===== src/rtl/sumador_segmentado.sv =====
// sumador_segmentado: pipelined ripple-carry adder/subtractor,
// one carry slice per stage, valid/ready handshake on both sides.

module sumador_fa #(
  parameter int PwrC = 0
) (
  input  logic a,
  input  logic b,
  input  logic ci,
  output logic s,
  output logic co
);

  if (PwrC < 0) begin : g_bad_pwrc
    $error("sumador_fa: PwrC must be non-negative");
  end

  assign s  = a ^ b ^ ci;
  assign co = (a & b) | (ci & (a ^ b));

endmodule

module sumador_stage #(
  parameter int WIDTH = 8,
  parameter int L     = 4,
  parameter int K     = 0,
  parameter int PwrC  = 0
) (
  input  logic             clk,
  input  logic             rst_n,
  input  logic             adv,
  input  logic             vi,
  input  logic [WIDTH-1:0] ai,
  input  logic [WIDTH-1:0] bi,
  input  logic [WIDTH-1:0] si,
  input  logic             ci,
  output logic             vo,
  output logic [WIDTH-1:0] ao,
  output logic [WIDTH-1:0] bo,
  output logic [WIDTH-1:0] so,
  output logic             co,
  output logic             cm
);

  localparam int LO = K * L;

  logic [L:0]       cc;
  logic [L-1:0]     sl;
  logic [WIDTH-1:0] sn;

  assign cc[0] = ci;

  for (genvar i = 0; i < L; i++) begin : g_fa
    sumador_fa #(
      .PwrC(PwrC)
    ) u_fa (
      .a (ai[LO+i]),
      .b (bi[LO+i]),
      .ci(cc[i]),
      .s (sl[i]),
      .co(cc[i+1])
    );
  end

  // merge this slice's sum into the partial result
  always_comb begin
    sn = si;
    sn[LO +: L] = sl;
  end

  // valid always advances; data loads only for real items
  always_ff @(posedge clk or negedge rst_n) begin
    if (!rst_n) begin
      vo <= 1'b0;
      ao <= '0;
      bo <= '0;
      so <= '0;
      co <= 1'b0;
      cm <= 1'b0;
    end else if (adv) begin
      vo <= vi;
      if (vi) begin
        ao <= ai;
        bo <= bi;
        so <= sn;
        co <= cc[L];
        cm <= cc[L-1];
      end
    end
  end

endmodule

module sumador_segmentado #(
  parameter int WIDTH  = 8,
  parameter int STAGES = 2,
  parameter int PwrC   = 0
) (
  input  logic             clk,
  input  logic             rst_n,
  input  logic             in_valid,
  output logic             in_ready,
  input  logic [WIDTH-1:0] a,
  input  logic [WIDTH-1:0] b,
  input  logic             ci,
  input  logic             sub,
  output logic             out_valid,
  input  logic             out_ready,
  output logic [WIDTH-1:0] s,
  output logic             co,
  output logic             ovf
);

  localparam int L = WIDTH / STAGES;

  if (WIDTH < 2 || STAGES < 1 || STAGES > WIDTH ||
      (WIDTH % STAGES) != 0) begin : g_bad_param
    $error("sumador_segmentado: illegal WIDTH/STAGES");
  end

  logic             adv;
  logic             v_q [STAGES];
  logic [WIDTH-1:0] a_q [STAGES];
  logic [WIDTH-1:0] b_q [STAGES];
  logic [WIDTH-1:0] s_q [STAGES];
  logic             c_q [STAGES];
  logic             m_q [STAGES];

  assign adv      = !out_valid || out_ready;
  assign in_ready = adv;

  for (genvar k = 0; k < STAGES; k++) begin : g_st
    logic             vi;
    logic             ck;
    logic [WIDTH-1:0] ai;
    logic [WIDTH-1:0] bi;
    logic [WIDTH-1:0] si;

    if (k == 0) begin : g_in
      assign vi = in_valid;
      assign ai = a;
      assign bi = b ^ {WIDTH{sub}};
      assign si = '0;
      assign ck = sub | ci;
    end else begin : g_link
      assign vi = v_q[k-1];
      assign ai = a_q[k-1];
      assign bi = b_q[k-1];
      assign si = s_q[k-1];
      assign ck = c_q[k-1];
    end

    sumador_stage #(
      .WIDTH(WIDTH),
      .L    (L),
      .K    (k),
      .PwrC (PwrC)
    ) u_stage (
      .clk  (clk),
      .rst_n(rst_n),
      .adv  (adv),
      .vi   (vi),
      .ai   (ai),
      .bi   (bi),
      .si   (si),
      .ci   (ck),
      .vo   (v_q[k]),
      .ao   (a_q[k]),
      .bo   (b_q[k]),
      .so   (s_q[k]),
      .co   (c_q[k]),
      .cm   (m_q[k])
    );
  end

  assign out_valid = v_q[STAGES-1];
  assign s         = s_q[STAGES-1];
  assign co        = c_q[STAGES-1];
  assign ovf       = m_q[STAGES-1] ^ c_q[STAGES-1];

endmodule

===== config.mk =====
export PLATFORM = sky130hd
export DESIGN_NAME = sumador_segmentado
export DESIGN_NICKNAME = d
export VERILOG_FILES = /design/src/rtl/sumador_segmentado.sv
export SDC_FILE = /design/constraint.sdc
export NUM_CORES = 1
export LEC_CHECK = 0
export CORE_ASPECT_RATIO = 1.2
export CORE_MARGIN = 5
export CORE_UTILIZATION = 30
export CTS_CLUSTER_DIAMETER = 80
export CTS_CLUSTER_SIZE = 14
export DETAILED_ROUTE_END_ITERATION = 6
export GPL_ROUTABILITY_DRIVEN = 0
export PLACE_DENSITY_LB_ADDON = 0.2
export SETUP_SLACK_MARGIN = 0.1
export SYNTH_ARGS = -nofsm -noshare
export SYNTH_HDL_FRONTEND = slang
export SYNTH_HIERARCHICAL = 1
export SYNTH_SLANG_ARGS = --single-unit

===== constraint.sdc =====
create_clock -name clk -period 2.3 [get_ports clk]
set_clock_uncertainty 0.05 [all_clocks]
set_input_delay 0.23 -clock clk [delete_from_list [all_inputs] [get_ports clk]]
set_output_delay 0.23 -clock clk [all_outputs]
set_load 0.02 [all_outputs]

==> metrics.csv <==
metric,value,unit
clk_path_buf_depth,2,
clock-sinks,25,
insertion_delay,260,ps
syn_inst,78,
p_leak,0.763,nW
drc_errors,0,
hold_path_class,input pin to async pin,
maxSlewViolCount,0,
vdd_ir_drop_max,373,uV
start_kind,flop,
dieHeight,81.8,um
fill_cells,401,
dr_total_vias,686,
nets,145,
finalSetupViolCount,1,
fmax,426,MHz
fin_crit_sh,102,%
ant_nets,0,
die_w,69.8,um
antenna_found_initial,0,
drtIter0Drc,3,
setup_slack,-45.2,ps
num_antenna_cells,0,
area_growth_syn_to_layout,35.5,%
finalCriticalPeriod,2350,ps
die_area,5710,um2
rows,26,
r2r-start,g_st[0].u_stage/ao[4]$_DFFE_PN0P_,
syn_area,1290,um2
hold_violations,0,
worstMarginPinSlew,308,ps
violations,setup timing,
grt_overflow,0,
layout_common_cells,"29 x clkdlybuf4s50_1, 25 x dfrtp_1, 17 x mux2_4",
rsz0062_at_grt,true,
syn_nets,108,
path_max_fanout,2,
crit_path_end_kind,flop,
ys.warnings.count,6,
core_area,4200,um2
vias_per_cell,4.04,
layout.cells.most_common,clkdlybuf4s50_1,
drt-total-wl,2150,um
cts_root_buf,clkbuf_8,
grt_usage,8.16,%
boundaryPins,34,
io_buffers,33,
drive_above_1_share,40.4,%
cts_inserted_buffers,3,
start_util,30.7,%
crit_arrival,2450,ps
status,"complete, but fails checks",
cts_tree,yes,
max-slew-margin-rel,79.5,%
avgSynthCellArea,16.5,um2
grt_pass1_wl,3660,um
wl_per_cell,12.6,um
dr.pass1.iters,3,
grt_pass1_vias,801,
cts.reportedPaths.clkPinSlew,90,ps
dp_slack,-578,ps
utilization,41.6,%
powerDensity,1020,nW/um2
maxCapViolations,0,
grt_max_degree,26,
worst-setup-path-type,flop to flop,
startpoint,g_st[0].u_stage/ao[4]$_DFFE_PN0P_,
dpl.hpwl,1740,um
cp.required,2410,ps
htreeDepth,1,
-- where the power goes --
| part | switching, mW | internal (mW) | total, mW |
|---|---|---|---|
| sequential | 0.109 | 0.599 | 0.708 |
| combinational | 0.320 | 0.492 | 0.812 |
| clock | 0.138 | 0.121 | 0.259 |
-- worst paths after layout --
| kind | endpoint | depth (start not counted) | slack, ps |
|---|---|---|---|
| max in group asynchronous | g_st[0].u_stage/so[2]$_DFFE_PN0P_ | 2 | 1700 |
| hold / removal | g_st[0].u_stage/ao[7]$_DFFE_PN0P_ | 2 | 260 |
| min in group clk | g_st[0].u_stage/so[0]$_DFFE_PN0P_ | 4 | 430 |
| setup reg to reg | g_st[1].u_stage/so[7]$_DFFE_PN0P_ | 5 | -50 |
| hold reg to reg | g_st[0].u_stage/so[1]$_DFFE_PN0P_ | 1 | 470 |
| setup / recovery | g_st[1].u_stage/so[7]$_DFFE_PN0P_ | 5 | -50 |
-- critical path, stage by stage, from the launching register on --
cell and delay [ps]:
dfrtp_1 410, fa_2 400, fa_2 350, fa_2 360
fa_2 410, mux2_2 260
-- layer usage --
metal	wire length (um)	track usage [%]	share of wire, %	up-vias
li1	-	-	-	325
met1	921	9.71	43	344
met2	1100	13.5	51	15
met3	82	1.71	3.8	2
met4	40	5.17	1.9	0
met5	0	0	0	-
-- cell type report --
class,instances,area [um2],area share (%)
Clock buffer,3,41.3,2.36
Clock inverter,1,5.00,0.287
Inverter,2,7.51,0.430
Multi-Input combinational cell,46,637,36.5
Sequential cell,25,626,35.8
Tap cell,56,70.1,4.01
Timing Repair Buffer,37,360,20.6
-- metrics by stage --
| stage | TNS, ps | instance area, um2 | instances | hold WS [ps] | power (mW) |
|---|---|---|---|---|---|
| after floorplan | -180 | 1320 | 78 | -116 | 1.21 |
| after global placement | -1220 | 1680 | 165 | 443 | 1.51 |
| after detailed placement | -1360 | 1680 | 165 | 451 | 1.54 |
| after CTS | -174 | 1750 | 170 | 268 | 1.82 |
| after global routing | -117 | 1750 | 170 | 286 | 1.88 |
| final | -45.2 | 1750 | 170 | 260 | 1.78 |
-- registers in the layout, summed over array words and instances, names as in the netlist --
signal	cells
g_st.u_stage/cm	1
g_st.u_stage/ao	4
g_st.u_stage/bo	4
g_st.u_stage/so	12
g_st.u_stage/co	2
g_st.u_stage/vo	2
-- what timing repair did --
| action | 4_1_cts | 5_1_grt |
|---|---|---|
| resized for setup | 18 | 1 |
| hold buffers | 0 | 0 |
| setup buffers | 1 | 0 |
| pin swaps | 5 | 5 |
| setup endpoints to repair | 5 | 4 |
Power figures use the tool's default switching activity.
